**src/rtl/fetch_pkg.sv**
```systemverilog
`default_nettype none
//==========================================================================
// fetch_pkg: state encoding and constants shared by the fetch stage.  Rev 1.0
//==========================================================================
package fetch_pkg;

   localparam int XLEN = 32;

   localparam logic [XLEN-1:0] NOP_INST = 32'h0000_0013;

   typedef enum logic [1:0] {
      FS_REQ  = 2'd0,
      FS_WAIT = 2'd1,
      FS_DROP = 2'd2
   } fetch_state_t;

endpackage
`default_nettype wire

```
**src/rtl/fetch_buf.sv**
```systemverilog
`default_nettype none
//==========================================================================
// fetch_buf: 1-entry PC+instruction holding register (built only with
// FETCH_BUF_EN defined).  Rev 1.0
//==========================================================================
`ifdef FETCH_BUF_EN
module fetch_buf import fetch_pkg::*; (
   input  logic            clk,
   input  logic            rstn,
   input  logic            clear,
   input  logic            load,
   input  logic            drain,
   input  logic [XLEN-1:0] load_pc,
   input  logic [XLEN-1:0] load_inst,
   output logic            valid,
   output logic [XLEN-1:0] pc,
   output logic [XLEN-1:0] inst
);

   // A load in the same cycle as a drain refills the entry.
   always_ff @(posedge clk) begin
      if (!rstn) begin
         valid <= 1'b0;
         pc    <= '0;
         inst  <= NOP_INST;
      end else if (clear) begin
         valid <= 1'b0;
      end else if (load) begin
         valid <= 1'b1;
         pc    <= load_pc;
         inst  <= load_inst;
      end else if (drain) begin
         valid <= 1'b0;
      end
   end

endmodule
`endif
`default_nettype wire

```
**src/rtl/fetch_stage.sv**
```systemverilog
`default_nettype none
//==========================================================================
// fetch_stage: RV32I instruction fetch + IF/ID register; FETCH_BUF_EN adds
// a response buffer instead of refetching on stall.  Rev 1.0
//==========================================================================
module fetch_stage import fetch_pkg::*; #(
   parameter logic [XLEN-1:0] RESET_PC = 32'h0000_0000,
   parameter logic [XLEN-1:0] NOP_INST = fetch_pkg::NOP_INST
) (
   input  logic            clk,
   input  logic            rstn,
   input  logic            PCWr,
   input  logic            IF_ID_Wr,
   input  logic            flush,
   input  logic [XLEN-1:0] redirect_pc,
   output logic            imem_req,
   output logic [XLEN-1:0] imem_addr,
   input  logic            imem_ready,
   input  logic            imem_rvalid,
   input  logic [XLEN-1:0] imem_rdata,
   output logic [XLEN-1:0] IF_ID_PC,
   output logic [XLEN-1:0] IF_ID_Inst,
   output logic            IF_ID_valid,
   output logic [4:0]      IF_ID_Rs1,
   output logic [4:0]      IF_ID_Rs2
);

   fetch_state_t    state, state_nxt;
   logic [XLEN-1:0] pc, pc_req;
   logic            resp_now, resp_taken, slot_free, replay, accept;
   logic            buf_valid;
   logic [XLEN-1:0] buf_pc, buf_inst;
   logic            ifid_ld, ifid_valid_nxt;
   logic [XLEN-1:0] ifid_pc_nxt, ifid_inst_nxt;

   assign resp_now   = (state == FS_WAIT) & imem_rvalid;
   assign resp_taken = IF_ID_Wr & ~buf_valid;

`ifdef FETCH_BUF_EN
   logic buf_load, buf_drain;

   assign slot_free = ~buf_valid;
   assign buf_drain = ~flush & IF_ID_Wr & buf_valid;
   // Capture while stalled, or refill behind an entry being drained.
   assign buf_load  = ~flush & resp_now & (buf_valid ? IF_ID_Wr : ~IF_ID_Wr);
   assign replay    = ~flush & resp_now & ~IF_ID_Wr & buf_valid;

   fetch_buf u_fetch_buf (
      .clk       (clk),
      .rstn      (rstn),
      .clear     (flush),
      .load      (buf_load),
      .drain     (buf_drain),
      .load_pc   (pc_req),
      .load_inst (imem_rdata),
      .valid     (buf_valid),
      .pc        (buf_pc),
      .inst      (buf_inst)
   );
`else
   assign slot_free = 1'b1;
   assign buf_valid = 1'b0;
   assign buf_pc    = '0;
   assign buf_inst  = NOP_INST;
   // A response that cannot enter IF/ID is dropped and fetched again.
   assign replay    = ~flush & resp_now & ~IF_ID_Wr;
`endif

   assign imem_req  = rstn & PCWr & ~flush & slot_free &
                      ((state == FS_REQ) | (resp_now & resp_taken) |
                       ((state == FS_DROP) & imem_rvalid));
   assign imem_addr = pc;
   assign accept    = imem_req & imem_ready;

   always_ff @(posedge clk) begin
      if (!rstn) begin
         state  <= FS_REQ;
         pc     <= RESET_PC;
         pc_req <= RESET_PC;
      end else begin
         state <= state_nxt;
         if (flush)
            pc <= redirect_pc;
         else if (replay)
            pc <= pc_req;
         else if (accept)
            pc <= pc + XLEN'(4);
         if (accept)
            pc_req <= pc;
      end
   end

   always_comb begin
      state_nxt = state;
      case (state)
         FS_REQ:
            if (accept)
               state_nxt = FS_WAIT;
         FS_WAIT:
            if (flush)
               state_nxt = imem_rvalid ? FS_REQ : FS_DROP;
            else if (imem_rvalid)
               state_nxt = accept ? FS_WAIT : FS_REQ;
         // A stale response arriving with a flush is consumed, so leave DROP.
         FS_DROP:
            if (imem_rvalid)
               state_nxt = accept ? FS_WAIT : FS_REQ;
         default:
            state_nxt = FS_REQ;
      endcase
   end

   always_comb begin
      ifid_ld        = 1'b0;
      ifid_pc_nxt    = IF_ID_PC;
      ifid_inst_nxt  = NOP_INST;
      ifid_valid_nxt = 1'b0;
      if (flush) begin
         ifid_ld = 1'b1;
      end else if (IF_ID_Wr) begin
         ifid_ld = 1'b1;
         if (buf_valid) begin
            ifid_pc_nxt    = buf_pc;
            ifid_inst_nxt  = buf_inst;
            ifid_valid_nxt = 1'b1;
         end else if (resp_now) begin
            ifid_pc_nxt    = pc_req;
            ifid_inst_nxt  = imem_rdata;
            ifid_valid_nxt = 1'b1;
         end
      end
   end

   always_ff @(posedge clk) begin
      if (!rstn) begin
         IF_ID_PC    <= '0;
         IF_ID_Inst  <= NOP_INST;
         IF_ID_valid <= 1'b0;
      end else if (ifid_ld) begin
         IF_ID_PC    <= ifid_pc_nxt;
         IF_ID_Inst  <= ifid_inst_nxt;
         IF_ID_valid <= ifid_valid_nxt;
      end
   end

   assign IF_ID_Rs1 = IF_ID_Inst[19:15];
   assign IF_ID_Rs2 = IF_ID_Inst[24:20];

endmodule
`default_nettype wire

```
**config.mk**
```make
export PLATFORM = sky130hd
export DESIGN_NAME = fetch_stage
export DESIGN_NICKNAME = d
export VERILOG_FILES = /design/src/rtl/fetch_pkg.sv /design/src/rtl/fetch_buf.sv /design/src/rtl/fetch_stage.sv
export SDC_FILE = /design/constraint.sdc
export NUM_CORES = 1
export LEC_CHECK = 0
export ABC_AREA = 1
export CELL_PAD_IN_SITES_DETAIL_PLACEMENT = 0
export CELL_PAD_IN_SITES_GLOBAL_PLACEMENT = 2
export CORE_MARGIN = 5
export CORE_UTILIZATION = 25
export CTS_CLUSTER_SIZE = 30
export DETAILED_ROUTE_END_ITERATION = 10
export GPL_TIMING_DRIVEN = 1
export MAX_ROUTING_LAYER = met4
export PLACE_DENSITY = 0.9
export SETUP_SLACK_MARGIN = 0.05
export SYNTH_ARGS = -nofsm -noshare
export SYNTH_HDL_FRONTEND = slang
export SYNTH_SLANG_ARGS = --single-unit
```
**constraint.sdc**
```tcl
create_clock -name clk -period 3.1 [get_ports clk]
set_input_delay 0.465 -clock clk [delete_from_list [all_inputs] [get_ports clk]]
set_output_delay 0.465 -clock clk [all_outputs]
set_load 0.02 [all_outputs]
```
# Yosys cells after proc, flatten, opt, wreduce, memory -nomap -nowiden
# Cells that the tools add are included.
[totals]
word_cells = 43
ff_bits = 131
[op_classes]
n_eq_ne = 3
n_reduce_logical = 3
n_bitwise = 13
muxes = 17
n_addsub = 1
[op_table]
columns = ["operator", "n"]
rows = [
  ["32-bit two-way mux", 6],
  ["32-bit by 3-bit adder with 32-bit output (second input constant)", 1],
  ["1-bit bitwise AND", 9],
  ["2-bit two-way mux", 4],
  ["1-bit two-way mux", 6],
  ["2-bit one-hot mux with 3 select lines", 1],
  ["4-bit AND reduction", 1],
  ["3-bit nonzero test", 1],
  ["2-bit by 1-bit == test with 1-bit output (second input constant)", 1],
  ["2-bit == test (second input constant)", 1],
  ["2-bit logical NOT", 1],
  ["2-bit inequality test (second input constant)", 1],
  ["1-bit NOT", 2],
  ["1-bit bitwise OR", 2],
]

# Logic depth before layout (Yosys ltp)
# Gate-level depths: netlist of the first run.
[depth]
ltp_word = 11
ltp_mapped = 12
mapped_depth_nobuf = 12

# Worst setup path before layout of the first run
# No wires, ideal clock.
[synth_timing]
kind = "reg2reg"
start = "reg pc[2] (netlist: imem_addr[2])"
end = "reg pc[28] (netlist: imem_addr[28])"
stages_incl_launch_ff = 13
slack_ns = 1.337
synth_period_minus_slack_ns = 1.763
required_time_ns = 2.968
arrival_ns = 1.631
n_path_buf = 0
cell_sequence = "dfxtp_1 ha_1 inv_1 nor2_1 nand2_2 nor2_2 nand2_1 nand2_1 nand2_1 nand2_1 nand2_1 nand2_1 a21oi_1"
[synth_between]
elab_chain_len = 4
[synth_lines]
columns = ["item", "line_no", "text"]
rows = [
  ["from (decl)", "fetch_stage.sv:29", "logic [XLEN-1:0] pc, pc_req;"],
  ["from (signal assigned)", "fetch_stage.sv:83", "pc <= redirect_pc;"],
  ["from (signal assigned)", "fetch_stage.sv:85", "pc <= pc_req;"],
  ["from (signal assigned)", "fetch_stage.sv:87", "pc <= pc + XLEN'(4);"],
  ["32-bit by 3-bit adder with 32-bit output", "fetch_stage.sv:87", ""],
  ["32-bit two-way mux", "fetch_stage.sv:86", "else if (accept)"],
  ["32-bit two-way mux", "fetch_stage.sv:84", "else if (replay)"],
  ["32-bit two-way mux", "fetch_stage.sv:82", "if (flush)"],
]
# Every way passes these cells. The select of a mux whose other input is x is not followed.
# A chain may end at the register's enable or synchronous reset.

# Final worst setup path of the first run
[layout_timing]
start = "in IF_ID_Wr"
end = "out imem_req"
[layout_between]
elab_chain_len = 4
[layout_lines]
columns = ["item", "line_no", "text"]
rows = [
  ["from (decl)", "fetch_stage.sv:13", "input logic IF_ID_Wr,"],
  ["1-bit bitwise AND", "fetch_stage.sv:70", "((state == FS_REQ) | (resp_now & resp_taken) |"],
  ["1-bit bitwise OR (2 in a row)", "fetch_stage.sv:70", ""],
  ["1-bit bitwise AND", "fetch_stage.sv:69", "assign imem_req = rstn & PCWr & ~flush & slot_free &"],
  ["to (decl)", "fetch_stage.sv:16", "output logic imem_req,"],
]
# Every way passes these cells.

==> results of run 1 <==
registers in the layout, indices dropped and copies added, names as in the netlist:
signal,flops
pc_req,32
imem_addr,32
IF_ID_valid,1
IF_ID_PC,32
state,2
IF_ID_Inst,32
worst max-delay path, delay by kind of cell:
kind,cells,cell delay (ns)
compound gates,1,0.15
buf+inv,4,1.26
simple gates,1,0.10
synth_stat cells:
library cell / count
nor2_2: 7
o21ai_0: 67
buf_1: 1
nor2_4: 1
o211ai_2: 1
nand2_2: 2
nand2_1: 268
buf_4: 13
a31oi_1: 1
clkbuf_1: 24
o22ai_1: 3
a211oi_1: 2
nand2_4: 1
a21oi_1: 93
nand3b_4: 1
o2111ai_1: 1
or2_2: 8
o21ai_1: 20
buf_2: 18
a221oi_1: 1
xnor2_1: 6
o211ai_1: 3
nand3_1: 27
xor2_1: 6
buf_6: 7
nor3_2: 1
dfxtp_1: 131
inv_1: 40
a21oi_2: 1
ha_1: 1
nor2_8: 3
nor2_1: 164
inv_2: 6
area by class of cell:
cell class	instances	area, um2	share of cell area
multi-input cells	689	3102	0.3556
well taps	324	405.4	0.04647
flip-flops and latches	131	2623	0.3006
repair buffers	191	1874	0.2149
inverters	46	172.7	0.01979
diodes	1	2.502	0.0002869
clock inverters	8	52.55	0.006024
clock buffers	24	491.7	0.05637
layer usage:
layer,up-vias,GRT usage
met2,148,0.2490
met5,-,-
li1,3253,-
met4,0,0.05399
met3,22,0.02790
met1,2889,0.2136
cells by family after synthesis:
| family | Yosys count |
|---|---|
| simple gates | 483 |
| compound gates | 193 |
| flops | 131 |
| buf+inv | 109 |
| xor+xnor | 12 |
| fa+ha+maj | 1 |
how the worst max path moves through the flow:
stage,startpoint,end,slack [ns],cells past startpoint
after global routing,IF_ID_Wr,imem_req,0.55,6
after global placement,flush,imem_addr[19],0.64,11
final,IF_ID_Wr,imem_req,0.66,6
after floorplan,imem_addr[2],imem_addr[28],1.34,12
after CTS,IF_ID_Wr,imem_req,0.65,6
after detailed placement,imem_rvalid,imem_addr[19],0.63,10
through the flow:
stage	total power [W]	setup WS [ns]	cell area [um2]
4_1_cts	0.004193	0.6458	8721
2_1_floorplan	0.002075	1.337	6251
6_report	0.004137	0.6614	8723
3_5_place_dp	0.002314	0.6269	8177
3_3_place_gp	0.002314	0.6398	8177
5_1_grt	0.004316	0.5473	8723
power groups by stage:
stage | clock, W | combinational (W) | sequential, W
6_report | 0.00186 | 0.000470 | 0.00181
2_1_floorplan | 0 | 0.000218 | 0.00186
5_1_grt | 0.00198 | 0.000520 | 0.00181
3_3_place_gp | 0 | 0.000470 | 0.00184
3_5_place_dp | 0 | 0.000472 | 0.00184
4_1_cts | 0.00191 | 0.000475 | 0.00181
==> Flow_metrics.wiki, run 1 <==
{| class="wikitable"
! Metric !! Value
|-
| Status || finished, final reports clean
|-
| Adder and majority gate portion of the synthesized area || 0.002002
|-
| IR Drop Worst-Case VDD || 0.3340 mV
|-
| Post-route ant nets || 0
|-
| Port Buffers || 178
|-
| Area Growth Syn to Fin || 39.55%
|-
| Worst reg-to-reg path cell count || 12
|-
| Met2 routed wirelength || approximately 10,000 um
|-
| Clock sink count || 131
|-
| Number of nets in the finished design || roughly 1,100
|-
| Number of buffers on the longest clock path || 2
|-
| Number of maximum-capacitance constraint violations || 0
|-
| Simple-Gate Fraction of Synth Area || 0.3161
|-
| Final cell count without fillers || 1,414
|-
| Crit path time final || ~2.4 ns
|-
| Highest routed layer || met4
|-
| Vias per cell || approximately 4.5
|-
| Xor/xnor cell area share of the yosys netlist || 0.01681
|-
| Area inside the core boundary || about 24,000 um2
|-
| Total number of vias || around 6,300
|-
| Number of pins with negative max-slew slack in the final report || 0
|-
| Top-level port count || between 150 and 200
|-
| Vias in the first global route || around 6,300
|-
| Final total negative setup slack || 0 ns
|-
| Share of Yosys cell area claimed by the top area cell type || 0.4195
|-
| Share of cell area taken by muxes after synthesis || 0
|-
| Synthesis-stage register bit count || roughly 130
|-
| Class of the tightest hold or removal check || reg2reg
|-
| Mean area per synthesized cell || slightly below 7 um2
|-
| Per-cell routed wire length || approximately 16 um
|-
| Detailed Place HPWL || around 16,000 um
|-
| Most frequent cells in the layout || nand2_1 (268), clkdlybuf4s50_1 (177), nor2_1 (164)
|-
| Met1 layer wirelength in the final routing || about 11,000 um
|-
| Number of buffers created by CTS || 17
|-
| Largest net degree at the start of global routing || 84
|-
| CP Capture Type || primary output
|-
| Number of setup buffers added after CTS || 0
|-
| Sequential element share of the synthesized area || 0.4195
|-
| Pwr per Cell Area || approximately 470 nW/um2
|-
| Required time reported for the critical path endpoint || 2.63 ns
|-
| Worst Hold Depth || 2
|-
| P_sw || 0.001081 W
|-
| Leakage power total || 3.424 nW
|-
| Synthesized area || between 6000 and 7000 um2
|-
| Final Routed Wirelength || between 20,000 and 25,000 um
|-
| Clock latency reported for the late side of the worst-skew pair || around 0.4 ns
|-
| RSZ-0062 raised after global routing || false
|-
| Number of gates given a new drive strength after cts || 0
|-
| Critical register-to-register path endpoint || imem_addr[28]
|-
| Syn Inst Count || around 930
|-
| Compound-Gate Fraction of Synth Area || 0.1603
|-
| Yosys Warn Count || 0
|-
| Final number of hold-violating endpoints || 0
|-
| CP max FO || 2
|-
| Slew at the pin closest to its max-slew limit || 0.7681 ns
|-
| # DRC || 0
|-
| Clock-pin slew reported for the worst setup and hold paths after clock tree synthesis || roughly 0.05 ns
|-
| Most common cell after layout, fill and taps aside || nand2_1
|-
| First-iteration detailed-routing DRC count || ~350
|-
| Min-Delay Startpoint || IF_ID_Inst[13]
|-
| Drt first pass iters || 5
|-
| Switching share of total power || 0.2612
|-
| Critical-path top delay cell || clkdlybuf4s50_1
|-
| Critical setup path kind || in2out
|-
| CTS H-Tree Depth || 4
|-
| Antenna violations before repair || 1
|-
| Post-synthesis cell type count || 33
|-
| Crit path DAT || 1.97 ns
|-
| Worst hold-check slack || about 0.46 ns
|-
| Launching point of the worst reg2reg path || imem_addr[3]
|-
| Final count of negative-setup-slack endpoints || 0
|-
| Floorplan die width || 168.1 um
|-
| Total grt overflow || 0
|-
| Starting density of the core || 0.2555
|-
| Wire length of the first global-routing pass || between 30,000 and 40,000 um
|-
| Clock network fraction of design power || 0.450
|-
| TritonCTS clock tree || built
|-
| Vert. Die Dim || between 150 and 200 um
|-
| Final worst path period share || 0.7866
|-
| Syn_nets || 1,001
|-
| Maximum single-stage delay on the critical path || around 0.62 ns
|-
| Utilization after layout || 0.3566
|-
| CTS Hold Bufs || 0
|-
| Filler Cell Count || 2,638
|-
| Type of element launching the critical path || primary input
|-
| Seq pwr share || 0.436
|-
| Max-Slew Margin vs Limit || 0.4879
|-
| Worst reg2reg setup slack || about 0.95 ns
|-
| Cells traversed along the worst timing path || clkdlybuf4s50_1, inv_1, o21ai_1, nand2_2, inv_1, clkdlybuf4s50_1
|-
| Row Count || 57
|-
| Internal Dissipation || between 0.003 and 0.004 W
|-
| Combinational family with the most area after synthesis || simple AND/OR/NAND/NOR gates
|-
| Combinational Power Share || 0.114
|-
| Instance count after placement with tap cells included || roughly 1,400
|-
| Highest achievable clock rate || about 410 MHz
|-
| Main area contributors after synthesis || dfxtp_1 (42%), nand2_1 (16%), nor2_1 (9.8%)
|-
| Hold Path Sink || IF_ID_Inst[13]
|-
| Master cell of the clock root buffer || clkbuf_16
|-
| Detail Route met3 WL || 747 um
|-
| Worst clock skew || 0.008594 ns
|-
| Overall fraction of global-route tracks in use || 0.1609
|-
| Die ar. || between 20,000 and 30,000 um2
|-
| Cell type with the largest total area after synthesis || dfxtp_1
|-
| Fraction of layout instances using a drive strength above 1 || 0.06887
|-
| Routability congestion estimate || ~0.84
|}
Power figures use the tool's default switching activity.
==> run 2, diff against run 1 <==
--- a/config.mk
+++ b/config.mk
@@ -9,12 +9,12 @@
 export CELL_PAD_IN_SITES_DETAIL_PLACEMENT = 0
 export CELL_PAD_IN_SITES_GLOBAL_PLACEMENT = 2
 export CORE_MARGIN = 5
-export CORE_UTILIZATION = 25
+export CORE_UTILIZATION = 23
 export CTS_CLUSTER_SIZE = 30
 export DETAILED_ROUTE_END_ITERATION = 10
 export GPL_TIMING_DRIVEN = 1
 export MAX_ROUTING_LAYER = met4
-export PLACE_DENSITY = 0.9
+export PLACE_DENSITY = 0.88
 export SETUP_SLACK_MARGIN = 0.05
 export SYNTH_ARGS = -nofsm -noshare
 export SYNTH_HDL_FRONTEND = slang
==> constraint.sdc (replaced) <==
create_clock -name clk -period 2.2 [get_ports clk]
set_input_delay 0.33 -clock clk [delete_from_list [all_inputs] [get_ports clk]]
set_output_delay 0.33 -clock clk [all_outputs]
set_load 0.02 [all_outputs]
==> run 2 against run 1 <==
Compared with the run above: flip-flop and latch count stayed put; clock-buffer cell count is 1 lower; routed wire length up 2.3%; sequential power up 40%; clock skew rose by 0.0031 ns.
==> Flow_metrics.wiki, run 2 (synthesis results as in run 1) <==
{| class="wikitable"
! Metric !! Value
|-
| Status || finished, final reports clean
|-
| Critical register-to-register path endpoint || imem_addr[16]
|-
| Largest net degree at the start of global routing || 84
|-
| Max-Slew Margin vs Limit || 0.4751
|-
| Worst Hold Depth || 3
|-
| Cells traversed along the worst timing path || clkdlybuf4s50_1
|-
| Area of the multi-input gates || just over 3000 um2
|-
| Final worst path period share || 0.8890
|-
| First-iteration detailed-routing DRC count || 319
|-
| Type of element launching the critical path || register
|-
| Slew at the pin closest to its max-slew limit || 0.7874 ns
|-
| Row Count || 60
|-
| Detailed Place HPWL || 16,550 um
|-
| Worst reg2reg setup slack || approximately 0.36 ns
|-
| Final cell count without fillers || ~1,400
|-
| Final count of negative-setup-slack endpoints || 0
|-
| Clock-pin slew reported for the worst setup and hold paths after clock tree synthesis || 0.06 ns
|-
| Starting density of the core || 0.2326
|-
| Critical-path top delay cell || clkdlybuf4s50_1
|-
| Hold Path Sink || IF_ID_Inst[23]
|-
| CTS Hold Bufs || 0
|-
| Final Routed Wirelength || 22,770 um
|-
| Per-cell routed wire length || ~16 um
|-
| Routability congestion estimate || about 0.84
|-
| Filler Cell Count || 2,896
|-
| Number of maximum-capacitance constraint violations || 0
|-
| Area taken by flip-flops and latches || between 2000 and 3000 um2
|-
| Area inside the core boundary || ~27,000 um2
|-
| Number of nets in the finished design || 1,164
|-
| Number of setup buffers added after CTS || 0
|-
| Number of buffers created by CTS || 17
|-
| CP max FO || 6
|-
| Final total negative setup slack || 0 ns
|-
| Final number of hold-violating endpoints || 0
|-
| Antenna violations before repair || 1
|-
| Number of pins with negative max-slew slack in the final report || 0
|-
| Drt first pass iters || 4
|-
| Number of buffers on the longest clock path || 2
|-
| Clock latency reported for the late side of the worst-skew pair || roughly 0.42 ns
|-
| CP Capture Type || primary output
|-
| CTS H-Tree Depth || 4
|-
| TritonCTS clock tree || built
|-
| Clock sink count || around 130
|-
| Instance count after placement with tap cells included || 1,414
|-
| Class of the tightest hold or removal check || in2reg
|-
| Worst reg-to-reg path cell count || 11
|-
| Vert. Die Dim || 174.9 um
|-
| Area Growth Syn to Fin || 43.94%
|-
| Min-Delay Startpoint || imem_rdata[23]
|-
| Crit path time final || 1.956 ns
|-
| Leakage power total || approximately 3.6 nW
|-
| RSZ-0062 raised after global routing || false
|-
| Gate family responsible for the most delay along the worst path || buffers and inverters
|-
| Vias per cell || ~4.4
|-
| Floorplan die width || 174.9 um
|-
| Die ar. || ~31,000 um2
|-
| Required time reported for the critical path endpoint || ~1.9 ns
|-
| IR Drop Worst-Case VDD || 0.4632 mV
|-
| Highest achievable clock rate || between 500 and 600 MHz
|-
| Fin area || about 9000 um2
|-
| Sum of buffers and inverters on the critical path || 1
|-
| Worst clock skew || about 0.012 ns
|-
| Pwr per Cell Area || 689.5 nW/um2
|-
| Worst hold-check slack || between 0.4 and 0.5 ns
|-
| Overall fraction of global-route tracks in use || 0.1489
|-
| Port Buffers || around 180
|-
| Launching point of the worst reg2reg path || state[1]
|-
| Master cell of the clock root buffer || clkbuf_16
|-
| Fraction of layout instances using a drive strength above 1 || 0.08416
|-
| Utilization after layout || 0.3348
|-
| Most frequent cells in the layout || nand2_1 (268), clkdlybuf4s50_1 (176), nor2_1 (164)
|-
| Top-level port count || roughly 180
|-
| Wire length of the first global-routing pass || between 30,000 and 40,000 um
|-
| Total number of vias || approximately 6,300
|-
| Critical setup path kind || reg2out
|-
| Post-route ant nets || 0
|-
| Maximum single-stage delay on the critical path || 0.70 ns
|-
| Vias in the first global route || around 6,000
|-
| Number of gates given a new drive strength after cts || 2
|-
| Instance area at placement || around 8400 um2
|-
| Most common cell after layout, fill and taps aside || nand2_1
|-
| # DRC || 0
|-
| Crit path DAT || roughly 1.6 ns
|-
| Total grt overflow || 0
|}
-- run 2: changes by cell type in the layout (fill, tap and decap cells not counted), sizes merged --
cell / delta
clkbuf: -1
clkdlybuf4s50: -1
dlygate4sd2: +1
clkinv: -1
buf: +16
clkinvlp: -1
bufinv: +3
-- run 2: power by group --
part | internal, W | total, W | switching, W | leakage [nW]
registers | 0.00244 | 0.00253 | 0.0000905 | 1.06
clock network | 0.00190 | 0.00297 | 0.00107 | 0.303
logic | 0.000326 | 0.000698 | 0.000372 | 2.20
total | 0.00467 | 0.00620 | 0.00154 | 3.57
-- run 2: worst min-delay path, cell delays in order --
cell,delay (ns)
clkdlybuf4s50_1,0.39
nand2_1,0.06
a21oi_1,0.05
-- run 2: worst max-delay path by stage --
stage	slack, ns	cells past startpoint	endpoint	startpoint
floorplan	0.44	12	imem_addr[28]	imem_addr[2]
global route	0.16	10	imem_addr[7]	state[1]
CTS	0.23	1	imem_addr[15]	imem_addr[15]
global placement	0.07	6	imem_req	IF_ID_Wr
finish	0.24	1	imem_addr[15]	imem_addr[15]
detailed placement	-0.01	11	imem_addr[16]	imem_rvalid
-- run 2: through the flow --
step	worst slack (ns)	power, W
final	0.2443	0.006204
after global routing	0.1554	0.006474
after CTS	0.2254	0.006289
after detailed placement	-0.01050	0.003289
after global placement	0.06767	0.003284
after floorplan	0.4369	0.002924
-- run 2: layer usage --
metal  up-vias  share of wire  track usage
met3        25          0.038      0.02769
met5         -              0            -
met1      2877           0.47       0.1945
met4         0          0.020      0.04386
met2       153           0.47       0.2362
li1       3292              -            -
-- run 2: final cells by class --
type	instances	share of cell area
Timing Repair Buffer	207	0.2285
Clock inverter	9	0.01405
Inverter	46	0.01919
Antenna cell	1	0.0002781
Tap cell	341	0.04742
Multi-Input combinational cell	689	0.3447
Clock buffer	23	0.05423
Sequential cell	131	0.2916
==> run 3, diff against run 2 <==
--- a/config.mk
+++ b/config.mk
@@ -14,8 +14,8 @@
 export DETAILED_ROUTE_END_ITERATION = 10
 export GPL_TIMING_DRIVEN = 1
 export MAX_ROUTING_LAYER = met4
-export PLACE_DENSITY = 0.88
-export SETUP_SLACK_MARGIN = 0.05
+export PLACE_DENSITY = 0.75
+export SLEW_MARGIN = 20
 export SYNTH_ARGS = -nofsm -noshare
 export SYNTH_HDL_FRONTEND = slang
 export SYNTH_SLANG_ARGS = --single-unit
==> run 3 against run 2 <==
Compared with the run above: clock skew is 0.0016 ns higher; largest cell class unchanged; largest power group unchanged; sequential share of layout area about the same; critical path depth increased by 1; core utilization about the same.
==> Flow_metrics.wiki, run 3 (synthesis results as in run 1) <==
{| class="wikitable"
! Metric !! Value
|-
| Area Growth Syn to Fin || 43.82%
|-
| Fin area || 8990 um2
|-
| Fraction of layout instances using a drive strength above 1 || 0.09001
|-
| Master cell of the clock root buffer || clkbuf_16
|-
| Row Count || 60
|-
| Required time reported for the critical path endpoint || ~1.9 ns
|-
| Most frequent cells in the layout || nand2_1 (268), clkdlybuf4s50_1 (176), nor2_1 (164)
|-
| Filler Cell Count || between 2,000 and 3,000
|-
| Detailed Place HPWL || 17,270 um
|-
| Highest achievable clock rate || 510.4 MHz
|-
| Status || finished, final reports clean
|-
| Vias in the first global route || between 6,000 and 7,000
|-
| Post-route ant nets || 0
|-
| Die ar. || 30,580 um2
|-
| Number of pins with negative max-slew slack in the final report || 0
|-
| Largest net degree at the start of global routing || 50
|-
| Vert. Die Dim || around 170 um
|-
| Total number of vias || 6,355
|-
| Worst hold-check slack || roughly 0.40 ns
|-
| Crit path DAT || 1.63 ns
|-
| Final count of negative-setup-slack endpoints || 0
|-
| Number of setup buffers added after CTS || 0
|-
| Area inside the core boundary || 26,880 um2
|-
| Floorplan die width || around 170 um
|-
| Instance area at placement || around 8400 um2
|-
| Number of maximum-capacitance constraint violations || 0
|-
| Antenna diodes || 0
|-
| Number of buffers created by CTS || 17
|-
| Clock latency reported for the late side of the worst-skew pair || between 0.4 and 0.5 ns
|-
| Final number of hold-violating endpoints || 0
|-
| Starting density of the core || 0.2326
|-
| # DRC || 0
|-
| Drt first pass iters || 5
|-
| Vias per cell || roughly 4.4
|-
| Class of the tightest hold or removal check || in2reg
|-
| Per-cell routed wire length || approximately 16 um
|-
| Final Routed Wirelength || around 24,000 um
|-
| Most common cell after layout, fill and taps aside || nand2_1
|-
| Max-Slew Margin vs Limit || 0.5774
|-
| Crit path time final || roughly 2 ns
|-
| CTS H-Tree Depth || 4
|-
| Total grt overflow || 0
|-
| Clock sink count || about 130
|-
| Number of nets in the finished design || roughly 1,200
|-
| IR Drop Worst-Case VDD || 0.3005 mV
|-
| Final worst path period share || 0.8906
|-
| Pwr per Cell Area || roughly 680 nW/um2
|-
| Number of buffers on the longest clock path || 2
|-
| Critical setup path kind || reg2out
|-
| CP max FO || 4
|-
| Area taken by flip-flops and latches || about 2600 um2
|-
| Top-level port count || 179
|-
| CP Capture Type || primary output
|-
| Antenna violations before repair || 0
|-
| CTS Hold Bufs || 0
|-
| Area of the multi-input gates || approximately 3100 um2
|-
| Worst clock skew || between 0.01 and 0.015 ns
|-
| Port Buffers || 178
|-
| Slew at the pin closest to its max-slew limit || about 0.63 ns
|-
| First-iteration detailed-routing DRC count || between 500 and 600
|-
| Leakage power total || around 3.6 nW
|-
| Wire length of the first global-routing pass || 36,860 um
|-
| Routability congestion estimate || around 0.8
|-
| Clock-pin slew reported for the worst setup and hold paths after clock tree synthesis || around 0.07 ns
|-
| Overall fraction of global-route tracks in use || 0.1583
|-
| TritonCTS clock tree || built
|-
| RSZ-0062 raised after global routing || false
|-
| Type of element launching the critical path || register
|}
-- run 3: changes by cell type in the layout (fill, tap and decap cells not counted) --
cell            before  now
clkinv_2             4    5
diode_2              1    0
clkbuf_8             4    3
buf_4               24   33
clkinv_4             1    0
clkinvlp_4           1    3
dlymetal6s2s_1       0    1
bufinv_16            3    2
dlygate4sd2_1        1    0
clkbuf_1             2    1
buf_12               5    3
-- run 3: power breakdown --
group / internal, W / switching, W / total (W)
combinational: 0.000335 / 0.000384 / 0.000719
clock: 0.00174 / 0.00110 / 0.00284
sequential: 0.00244 / 0.0000848 / 0.00253
total: 0.00452 / 0.00157 / 0.00609
-- run 3: metrics by stage --
stage | std cells | setup WS, ns | util | power [W] | TNS (ns)
floorplan | 929 | 0.4369 | - | 0.002924 | 0
global placement | 1421 | 0.03006 | 0.3128 | 0.003307 | 0
CTS | 1452 | 0.003497 | 0.3344 | 0.006172 | 0
finish | 1452 | 0.2407 | 0.3345 | 0.006088 | 0
global route | 1452 | 0.1484 | 0.3345 | 0.006351 | 0
detailed placement | 1421 | -0.002438 | 0.3128 | 0.003306 | -0.002438
-- run 3: cell type report --
| class | instances | share of cell area |
|---|---|---|
| timing repair buffer | 214 | 0.2322 |
| multi-input combinational | 689 | 0.3450 |
| inverter | 46 | 0.01921 |
| tap | 341 | 0.04746 |
| clock buffer | 21 | 0.05233 |
| sequential | 131 | 0.2919 |
| clock inverter | 10 | 0.01197 |
-- run 3: final timing paths --
path                                startpoint        endpoint  slack, ns  cells past startpoint
worst min register to register  IF_ID_Inst[26]  IF_ID_Inst[26]       0.46                      2
worst max register to register    imem_addr[3]   imem_addr[28]       0.34                     12
worst max-delay path             imem_addr[15]   imem_addr[15]       0.24                      2
worst min-delay path                      rstn   IF_ID_Inst[4]       0.40                      3
-- run 3: timing repair --
item                                    4_1_cts  5_1_grt
hold endpoints to repair                      0        0
endpoints found under the setup margin        0        1
resized for setup                             0        2
-- run 3: layer usage --
metal,global-route usage,share of wire,routed length [um]
met1,0.2064,0.47,11230
met2,0.2526,0.47,11230
met3,0.02813,0.035,820
met4,0.04615,0.017,413
met5,-,0,0
-- run 3: worst max-delay path: stages, from the launching register on --
cell and delay, ns:
dfxtp_1 0.41, buf_4 0.18, clkdlybuf4s50_1 0.60
